### src/rtl/rpi_frame_packer.sv
// Raspberry Pi 1-bit video capture: synchronises the raw sync/colour pins, windows
// the active picture and packs 8 pixels per byte into SRAM write requests.
module rpi_frame_packer #(
  parameter int   ADDR_W   = 18,
  parameter int   PIX_DIV  = 2,
  parameter int   H_BACK   = 48,
  parameter int   H_ACTIVE = 640,
  parameter int   V_BACK   = 33,
  parameter int   V_ACTIVE = 480,
  parameter logic SYNC_POL = 1'b1
) (
  input  logic              FPGA_clk,
  input  logic              rst,
  input  logic              capture_en,
  input  logic              rpi_h_sync,
  input  logic              rpi_v_sync,
  input  logic              rpi_color,
  output logic              wr_valid,
  input  logic              wr_ready,
  output logic [ADDR_W-1:0] wr_addr,
  output logic [7:0]        wr_data,
  output logic              busy,
  output logic              frame_done,
  output logic              overflow
);
  localparam logic [2:0] S_IDLE   = 3'd0;
  localparam logic [2:0] S_VBP    = 3'd1;
  localparam logic [2:0] S_HWAIT  = 3'd2;
  localparam logic [2:0] S_HBP    = 3'd3;
  localparam logic [2:0] S_ACTIVE = 3'd4;
  localparam logic [2:0] S_DRAIN  = 3'd5;

  localparam int CW = 16;
  localparam logic [CW-1:0] V_BACK_LAST = CW'(V_BACK - 1);
  localparam logic [CW-1:0] H_BACK_LAST = CW'(H_BACK - 1);
  localparam logic [CW-1:0] H_LAST      = CW'(H_ACTIVE - 1);
  localparam logic [CW-1:0] DIV_LAST    = CW'(PIX_DIV - 1);
  localparam logic [CW-1:0] V_LINES     = CW'(V_ACTIVE);
  // Bit order matches pin_vec: {colour, v_sync, h_sync}
  localparam logic [2:0] SYNC_IDLE = {1'b0, ~SYNC_POL, ~SYNC_POL};

  logic [2:0] pin_vec;
  logic [2:0] sync_vec;
  logic [1:0] sync_prev_reg;
  logic       h_edge, v_edge, color_s;

  assign pin_vec = {rpi_color, rpi_v_sync, rpi_h_sync};

  genvar gi;
  generate
    for (gi = 0; gi < 3; gi++) begin : g_sync
      logic meta_reg, stable_reg;
      always_ff @(posedge FPGA_clk) begin
        if (rst) begin
          meta_reg   <= SYNC_IDLE[gi];
          stable_reg <= SYNC_IDLE[gi];
        end else begin
          meta_reg   <= pin_vec[gi];
          stable_reg <= meta_reg;
        end
      end
      assign sync_vec[gi] = stable_reg;
    end
  endgenerate

  always_ff @(posedge FPGA_clk) begin
    if (rst) sync_prev_reg <= SYNC_IDLE[1:0];
    else     sync_prev_reg <= sync_vec[1:0];
  end

  assign h_edge  = (sync_vec[0] == SYNC_POL) && (sync_prev_reg[0] != SYNC_POL);
  assign v_edge  = (sync_vec[1] == SYNC_POL) && (sync_prev_reg[1] != SYNC_POL);
  assign color_s = sync_vec[2];

  logic [2:0]        state_reg;
  logic [CW-1:0]     cnt_reg, div_reg, pix_reg, line_reg;
  logic [7:0]        shift_reg;
  logic [ADDR_W-1:0] next_addr_reg, wr_addr_reg;
  logic [7:0]        wr_data_reg;
  logic              wr_valid_reg, busy_reg, frame_done_reg, overflow_reg;

  logic       in_frame, start_frame, stop_frame, sample, last_pix, byte_done;
  logic [7:0] byte_val;

  always_comb begin
    in_frame    = (state_reg == S_VBP) || (state_reg == S_HWAIT) ||
                  (state_reg == S_HBP) || (state_reg == S_ACTIVE);
    start_frame = v_edge && capture_en && (in_frame || (state_reg == S_IDLE));
    stop_frame  = v_edge && !capture_en && in_frame;
    sample      = (state_reg == S_ACTIVE) && (div_reg == '0);
    last_pix    = (pix_reg == H_LAST);
    byte_val    = shift_reg;
    byte_val[pix_reg[2:0]] = color_s;
    // A byte finishing on the same cycle as a frame abort belongs to the dead frame
    byte_done   = sample && ((pix_reg[2:0] == 3'd7) || last_pix) && !(v_edge && in_frame);
  end

  always_ff @(posedge FPGA_clk) begin
    if (rst) begin
      state_reg      <= S_IDLE;
      cnt_reg        <= '0;
      div_reg        <= '0;
      pix_reg        <= '0;
      line_reg       <= '0;
      shift_reg      <= '0;
      next_addr_reg  <= '0;
      wr_addr_reg    <= '0;
      wr_data_reg    <= '0;
      wr_valid_reg   <= 1'b0;
      busy_reg       <= 1'b0;
      frame_done_reg <= 1'b0;
      overflow_reg   <= 1'b0;
    end else begin
      frame_done_reg <= 1'b0;
      if (wr_valid_reg && wr_ready) wr_valid_reg <= 1'b0;

      if (byte_done) begin
        shift_reg <= '0;
        if (!wr_valid_reg || wr_ready) begin
          wr_valid_reg  <= 1'b1;
          wr_addr_reg   <= next_addr_reg;
          wr_data_reg   <= byte_val;
          next_addr_reg <= next_addr_reg + 1'b1;
        end else begin
          overflow_reg <= 1'b1;
        end
      end else if (sample) begin
        shift_reg <= byte_val;
      end

      if (start_frame) begin
        state_reg     <= S_VBP;
        busy_reg      <= 1'b1;
        overflow_reg  <= 1'b0;
        next_addr_reg <= '0;
        shift_reg     <= '0;
        cnt_reg       <= '0;
        line_reg      <= '0;
      end else if (stop_frame) begin
        state_reg <= S_DRAIN;
      end else begin
        case (state_reg)
          S_VBP: begin
            if (V_BACK == 0) begin
              state_reg <= S_HWAIT;
            end else if (h_edge) begin
              if (cnt_reg == V_BACK_LAST) begin
                state_reg <= (H_BACK == 0) ? S_ACTIVE : S_HBP;
                cnt_reg   <= '0;
                div_reg   <= '0;
                pix_reg   <= '0;
              end else begin
                cnt_reg <= cnt_reg + 1'b1;
              end
            end
          end
          S_HWAIT: begin
            if (h_edge) begin
              state_reg <= (H_BACK == 0) ? S_ACTIVE : S_HBP;
              cnt_reg   <= '0;
              div_reg   <= '0;
              pix_reg   <= '0;
            end
          end
          S_HBP: begin
            if (cnt_reg == H_BACK_LAST) state_reg <= S_ACTIVE;
            else                        cnt_reg   <= cnt_reg + 1'b1;
          end
          S_ACTIVE: begin
            div_reg <= (div_reg == DIV_LAST) ? '0 : div_reg + 1'b1;
            if (sample && last_pix) begin
              line_reg  <= line_reg + 1'b1;
              state_reg <= (line_reg + 1'b1 == V_LINES) ? S_DRAIN : S_HWAIT;
            end else if (sample) begin
              pix_reg <= pix_reg + 1'b1;
            end
          end
          S_DRAIN: begin
            if (!wr_valid_reg) begin
              frame_done_reg <= 1'b1;
              busy_reg       <= 1'b0;
              state_reg      <= S_IDLE;
            end
          end
          default: state_reg <= S_IDLE;
        endcase
      end
    end
  end

  assign wr_valid   = wr_valid_reg;
  assign wr_addr    = wr_addr_reg;
  assign wr_data    = wr_data_reg;
  assign busy       = busy_reg;
  assign frame_done = frame_done_reg;
  assign overflow   = overflow_reg;
endmodule

### config.mk
export PLATFORM = sky130hd
export DESIGN_NAME = rpi_frame_packer
export DESIGN_NICKNAME = d
export VERILOG_FILES = /design/src/rtl/rpi_frame_packer.sv
export SDC_FILE = /design/constraint.sdc
export NUM_CORES = 1
export LEC_CHECK = 0
export BUFFER_PORTS_ARGS = -buffer_cell sky130_fd_sc_hd__buf_2
export CAP_MARGIN = 20
export CORE_MARGIN = 4
export CORE_UTILIZATION = 66
export CTS_BUF_LIST = sky130_fd_sc_hd__clkbuf_2
export DETAILED_ROUTE_END_ITERATION = 8
export PLACE_DENSITY = 0.94
export SLEW_MARGIN = 20
export SYNTH_ARGS = -nofsm -noshare
export SYNTH_HDL_FRONTEND = slang
export SYNTH_SLANG_ARGS = --single-unit
### constraint.sdc
create_clock -name FPGA_clk -period 4.95 [get_ports FPGA_clk]
set_clock_uncertainty 0.15 [all_clocks]
set_input_delay 0.495 -clock FPGA_clk [delete_from_list [all_inputs] [get_ports FPGA_clk]]
set_output_delay 0.495 -clock FPGA_clk [all_outputs]
set_load 0.005 [all_outputs]
==> impl_metrics.tcl, run 1 <==
set metrics [dict create \
    num_antenna_cells 0 \
    dp.cells 892 \
    power.density_mw_per_mm2 334 \
    synth_top_flop_cell "dfxtp_1" \
    max_freq_ghz 0.270 \
    grt_pass1_wl_um 25200 \
    ys_async_sr_fraction_pct 0 \
    antenna_found_initial 0 \
    cts_tree "built" \
    leakage_nw 2.35 \
    intPower_mw 1.50 \
    setup_violations 0 \
    p_switching_mw 0.772 \
    n_fill_cell 625 \
    cap_violations 0 \
    hold_class "primary input to flop" \
    cp-start-kind "flop" \
    cts-resized-gates 0 \
    seq_area_mm2 0.00262 \
    drive_above_1_share_pct 11.0 \
    p_seq_share_pct 49.1 \
    min_period_ns 3.71 \
    slowest_delay_ns 0.80 \
    path_clk_slew_ns 0.19 \
    peakVddDrop_mv 0.278 \
    synthXorXnorAreaFrac_pct 6.59 \
    overflow 0 \
    clockBufferDepth 2 \
    setup_tns_ns 0 \
    clk-insertion-delay-late_ns 0.70 \
    die_area_mm2 0.0111 \
    dr_total_vias 5760 \
    placementRows 35 \
    first_pass_iters 5 \
    remaining_drc_errors 0 \
    syn-num-nets 781 \
    yosysTopAreaCell "dfxtp_1" \
    hpwl_um 9920 \
    cts_root_buffer "clkbuf_2" \
    seq_area_frac_synth_pct 42.0 \
    synth_top_family_by_area "simple AND/OR/NAND/NOR gates" \
    yosys.area_share.adder_pct 1.80 \
    synth.distinct_cells 55 \
    post-route-period-util_pct 74.9 \
    cp_data_required_time_ns 5.38 \
    place_area_mm2 0.00646 \
    syn_area_mm2 0.00624 \
    synth_mux_area_share_pct 3.39 \
    synthSimpleGateAreaFrac_pct 30.0 \
    die_y_um 105 \
    gp_congestion 0.854 \
    avgSynthCellArea_um2 8.16 \
    holdBufCountCts 4 \
    drt_wl_total_um 14600 \
    synth.area.top_cells "dfxtp_1 (42%), nand2_1 (6.1%), a21oi_1 (5.3%), nor2_1 (4.4%), xor2_1 (3.5%)" \
    grt_pass1_vias 5574 \
    p_clk_share_pct 31.6 \
    arrival_ns 4.14 \
    antenna_left 0 \
    grt_max_degree 43 \
    multi_input_area_mm2 0.00344 \
    clock-sinks 131 \
    swShare_pct 34.0 \
    viasPerCell 6.21 \
    synth.top_cell.area_share_pct 42.0 \
    outcome "complete, no violations" \
    critPathKind "flop to flop" \
    grt_use_total_pct 27.1 \
    htreeDepth 4 \
    synthToLayoutAreaGrowth_pct 8.74 \
    synth_compound_area_share_pct 12.9 \
    synth_edf_count 0 \
    final_area_mm2 0.00679 \
    nets 802 \
    die_w_um 105 \
    io_buffers 36 \
    worst_slew_pin_slew_ns 1.04 \
    initial_core_util_pct 67.6 \
    synthCells 765 \
    initialDrtViolationCount 615 \
    synth_seq_cells 131 \
    slew_viol_final 0 \
    cts_buffers 17 \
    path_cells "or4_1, or4_4, a2111o_1, o21ai_1, a31o_2, nor2_1" \
    wl_per_cell_um 15.8 \
    core_area_mm2 0.00924 \
    ios 37 \
    grt_setup_unrepaired "no" \
    critPathSlowestCell "o21ai_1" \
    slew_headroom_pct 30.8 \
    post-cts-setup-buffer-count 0 \
    final-hold-violation-count 0 \
    critPathMaxFanout 16 \
    yosys_warnings 0 \
    p_comb_share_pct 19.3 \
    fin_cells 928 \
    crit_path_end_kind "flop" \
]
## cells in the mapped netlist, drive strengths merged (10+ instances only)
master and number:
dfxtp 131, nand2 101, nor2 74, a21oi 66, clkbuf 38, nand4 33
nand3 31, o21ai 30, xor2 25, xnor2 22, or4 19, nor3 16
or3 16, inv 14, and3 13, nor2b 13, mux2i 11, nor4 11
and2 10
## kinds of logic (layout without fill, tap and decap cells)
kind of cell,count (synthesis),after routing
AND/OR/NAND/NOR,366,366
XOR/XNOR,47,47
multiplexers,20,20
buffers and inverters,55,89
adder cells (fa/ha/maj),9,9
AO/OA/AOI/OAI,137,137
flip-flops,131,131
## metrics by stage
step / power, mW / util (%) / setup WS (ns) / hold slack [ns]
after floorplan: 1.46 / - / 2.10 / 0.264
after global placement: 1.51 / 69.9 / 1.43 / 0.269
after CTS: 2.24 / 73.2 / 1.29 / 0.112
after detailed placement: 1.54 / 69.9 / 1.31 / 0.278
after global routing: 2.37 / 73.5 / 1.05 / 0.146
final: 2.27 / 73.5 / 1.24 / 0.145
## metal layers
metal	up-vias	track usage (%)	part of all wire [%]
met5	-	0	0
met4	0	10.9	2.1
met3	37	5.33	6.7
met2	249	45.9	50
met1	2696	33.8	42
li1	2778	-	-
## power by group through the flow
stage / Sequential, mW / Combinational [mW] / Clock (mW)
final: 1.11 / 0.439 / 0.717
after global placement: 1.13 / 0.386 / 0
after detailed placement: 1.13 / 0.404 / 0
after floorplan: 1.11 / 0.349 / 0
after CTS: 1.11 / 0.408 / 0.720
after global routing: 1.12 / 0.480 / 0.773
## cell usage in the layout, fill, tap and decap left out, types with 4 or more instances in the layout
master,instances
xor2_1,25
mux2_2,9
inv_1,14
o31ai_1,9
nand2b_1,5
nor3b_1,5
clkbuf_2,18
nand2_1,100
a211oi_1,4
o21ai_0,28
xnor2_1,22
and3_1,13
dlygate4sd3_1,4
ha_1,9
nor2b_1,13
buf_2,36
and4_1,8
dfxtp_1,131
nor4_1,11
a21oi_1,66
nor3_1,16
mux2i_1,11
nor2_1,74
and2_1,10
or4_1,18
nand3_1,31
or3_1,16
nand4_1,33
## critical path, delay by kind of cell (launching register included)
family,cells,cell delay [ns]
DFF,1,0.39
AOI/OAI and AO/OA,3,1.80
and+or+nand+nor,3,1.27
## cell type report
type | count | share of cell area [%]
Tap cell | 129 | 2.38
Clock buffer | 18 | 1.33
Multi-Input combinational cell | 579 | 50.7
Clock inverter | 14 | 2.62
Sequential cell | 131 | 38.6
Inverter | 14 | 0.774
Timing Repair Buffer | 43 | 3.58
## path summary, 6_finish.rpt
kind	from	end	slack [ns]	depth (start not counted)
setup / recovery	cnt_reg[11]	div_reg[4]	1.24	6
hold / removal	wr_ready	wr_valid	0.14	3
setup reg to reg	cnt_reg[11]	div_reg[4]	1.24	6
hold reg to reg	wr_data[3]	wr_data[3]	0.31	2
(Power assumes the default switching activity.)
==> run 2: changes to the inputs <==
--- a/config.mk
+++ b/config.mk
@@ -5,13 +5,14 @@
 export SDC_FILE = /design/constraint.sdc
 export NUM_CORES = 1
 export LEC_CHECK = 0
+export ABC_AREA = 1
 export BUFFER_PORTS_ARGS = -buffer_cell sky130_fd_sc_hd__buf_2
 export CAP_MARGIN = 20
 export CORE_MARGIN = 4
-export CORE_UTILIZATION = 66
+export CORE_UTILIZATION = 64
 export CTS_BUF_LIST = sky130_fd_sc_hd__clkbuf_2
 export DETAILED_ROUTE_END_ITERATION = 8
-export PLACE_DENSITY = 0.94
+export PLACE_DENSITY = 0.92
 export SLEW_MARGIN = 20
 export SYNTH_ARGS = -nofsm -noshare
 export SYNTH_HDL_FRONTEND = slang
==> constraint.sdc (replaced) <==
create_clock -name FPGA_clk -period 3.9 [get_ports FPGA_clk]
set_clock_uncertainty 0.15 [all_clocks]
set_input_delay 0.39 -clock FPGA_clk [delete_from_list [all_inputs] [get_ports FPGA_clk]]
set_output_delay 0.39 -clock FPGA_clk [all_outputs]
set_load 0.005 [all_outputs]
==> impl_metrics.tcl, run 2 <==
set metrics [dict create \
    outcome "complete, no violations" \
    gp_congestion 0.914 \
    max_freq_ghz 0.362 \
    finalCoreUtilization_pct 71.0 \
    p_seq_share_pct 47.1 \
    synthSimpleGateAreaFrac_pct 34.7 \
    antenna_found_initial 0 \
    timing.critical_path.mode_cell "nand2_1" \
    seq_area_frac_synth_pct 38.6 \
    die_w_um 111 \
    drt_wl_total_um 15600 \
    rrSetupSlack_ns 1.14 \
    initial_core_util_pct 65.9 \
    grt_setup_unrepaired "no" \
    wl_per_cell_um 13.0 \
    syn_area_mm2 0.00680 \
    htreeDepth 4 \
    synth_top_family_by_area "simple AND/OR/NAND/NOR gates" \
    cp-start-kind "flop" \
    synthToLayoutAreaGrowth_pct 7.88 \
    cts_tree "built" \
    dr_total_vias 6561 \
    viasPerCell 5.49 \
    min_period_ns 2.76 \
    avgSynthCellArea_um2 6.75 \
    num_antenna_cells 0 \
    initialDrtViolationCount 821 \
    placementRows 37 \
    grt_pass1_vias 6223 \
    crit_path_end_kind "flop" \
    critPathKind "flop to flop" \
    p_clk_share_pct 29.0 \
    synth_seq_cells 131 \
    cts-resized-gates 0 \
    final_common_cell "nand2_1" \
    core_area_mm2 0.0103 \
    synth_edf_count 0 \
    slew_headroom_pct 50.9 \
    first_pass_iters 8 \
    power.density_mw_per_mm2 411 \
    clk-insertion-delay-late_ns 0.69 \
    min-delay-start "g_sync[1].meta_reg" \
    synth.area.top_cells "dfxtp_1 (39%), nand2_1 (12%), nor2_1 (8.2%), inv_1 (5.7%), a21oi_1 (5.7%)" \
    synth_mux_area_share_pct 0 \
    hpwl_um 11000 \
    io_buffers 36 \
    synth.distinct_cells 41 \
    arrival_ns 3.20 \
    worst_slew_pin_slew_ns 0.730 \
    overflow 0 \
    whs_path_depth 2 \
    remaining_drc_errors 0 \
    leakage_nw 2.96 \
    drive_above_1_share_pct 9.25 \
    nets 1062 \
    worstRegToRegCells 10 \
    p_switching_mw 1.14 \
    yosys.area_share.adder_pct 1.66 \
    critPathMaxFanout 46 \
    p_comb_share_pct 23.9 \
    rr_startpoint "pix_reg[0]" \
    yosysMostFrequentCell "nand2_1" \
    yosys_warnings 0 \
    synthTopCellsByCount "nand2_1 (225), nor2_1 (148), dfxtp_1 (131)" \
    peakVddDrop_mv 0.270 \
    intPower_mw 1.88 \
    antenna_left 0 \
    power_mw 3.02 \
    swShare_pct 37.7 \
    path_cells "ha_1, nand3_1, nor3_2, nand2_1, nand2_1, nand3_4, nor2_8, inv_2, nand2_1, a21oi_1" \
    synthCells 1007 \
    holdWs_ns 0.268 \
    r2r-end "wr_addr[7]" \
    die_area_mm2 0.0123 \
    hold_class "flop to flop" \
    cts_buffers 17 \
    cp_data_required_time_ns 4.34 \
    final_cell_mix "nand2_1 (225), nor2_1 (148), dfxtp_1 (131), inv_1 (104), a21oi_1 (77)" \
    synth_top_flop_cell "dfxtp_1" \
    path_clk_slew_ns 0.21 \
    synthXorXnorAreaFrac_pct 2.96 \
    post-route-period-util_pct 70.8 \
    setup_tns_ns 0 \
    cts_root_buffer "clkbuf_2" \
    clock-sinks 131 \
    slew_viol_final 0 \
    critPathSlowestCell "nor2_8" \
    cap_violations 0 \
    ios 37 \
    setup_violations 0 \
    slowest_delay_ns 0.47 \
    yosysTopAreaCell "dfxtp_1" \
    final-hold-violation-count 0 \
    synth_compound_area_share_pct 13.3 \
    synth.top_cell.area_share_pct 38.6 \
    die_y_um 111 \
    grt_use_total_pct 26.1 \
    min_to "g_sync[1].stable_reg" \
    grt_max_degree 47 \
    ys_async_sr_fraction_pct 0 \
    clockBufferDepth 2 \
    grt_pass1_wl_um 27500 \
    syn-num-nets 1023 \
]
-- run 2: cell count changes in the layout (fill, tap and decap cells not counted), sizes merged, moves of 15 or more --
| cell | previous run | this run |
|---|---|---|
| nor3 | 16 | 37 |
| nor2 | 74 | 154 |
| or4 | 19 | 0 |
| inv | 18 | 121 |
| xnor2 | 22 | 7 |
| nand2 | 101 | 229 |
| nand3 | 31 | 71 |
| o21ai | 30 | 84 |
| or3 | 16 | 0 |
-- run 2: final cells by class --
| type | instances | area, um2 |
|---|---|---|
| tap | 136 | 170 |
| clock inverter | 15 | 166 |
| clock buffer | 17 | 85.1 |
| fill | 828 | 2990 |
| timing repair buffer | 48 | 293 |
| sequential | 131 | 2620 |
| inverter | 113 | 424 |
| multi-input combinational | 735 | 3570 |
-- run 2: worst max-delay path by stage --
stage	endpoint	startpoint	slack, ns
5_1_grt	line_reg[1]	state_reg[2]	0.83
6_report	wr_addr[7]	pix_reg[0]	1.14
3_3_place_gp	wr_addr[0]	pix_reg[0]	1.26
3_5_place_dp	wr_addr[7]	pix_reg[0]	1.18
4_1_cts	wr_addr[7]	pix_reg[0]	1.15
2_1_floorplan	wr_addr[11]	pix_reg[0]	1.82
-- run 2: worst max-delay path: cells and delay by family (launching register included) --
| kind | cells | cell delay, ns |
|---|---|---|
| simple gates | 7 | 1.51 |
| flops | 1 | 0.46 |
| buf+inv | 1 | 0.27 |
| fa+ha+maj | 1 | 0.21 |
| compound gates | 1 | 0.06 |
-- run 2: what timing repair did --
action                                 CTS  global route
hold buffers                             9             0
endpoints found under the hold margin   16             0
setup buffers                            0             0
-- run 2: kinds of logic (layout without fill, tap and decap cells) --
kind of cell             Yosys count  in the layout
AND/OR/NAND/NOR                  532            532
AO/OA/AOI/OAI                    171            171
buffers and inverters            141            193
flip-flops                       131            131
XOR/XNOR                          23             23
adder cells (fa/ha/maj)            9              9
-- run 2: through the flow --
stage | instances | setup slack [ns] | instance area (um2)
2_1_floorplan | 1007 | 1.82 | 6800
3_3_place_gp | 1154 | 1.26 | 6990
3_5_place_dp | 1154 | 1.18 | 6990
4_1_cts | 1195 | 1.15 | 7330
5_1_grt | 1195 | 0.831 | 7330
6_report | 1195 | 1.14 | 7330
-- run 2: per-layer routing --
layer  track usage [%]  routed length (um)  vias to the layer above
met5                 0                   0                        -
met4              8.19                 252                        0
met3              5.40                 933                       20
met2              43.6                7240                      184
met1              33.8                7160                     2995
li1                  -                   -                     3362
-- run 2: power groups by stage --
stage / registers [mW] / logic [mW] / clock network, mW
after floorplan: 1.43 / 0.643 / 0
after global placement: 1.44 / 0.686 / 0
after CTS: 1.42 / 0.714 / 0.883
final: 1.42 / 0.722 / 0.875
after detailed placement: 1.45 / 0.705 / 0
after global routing: 1.43 / 0.809 / 0.949
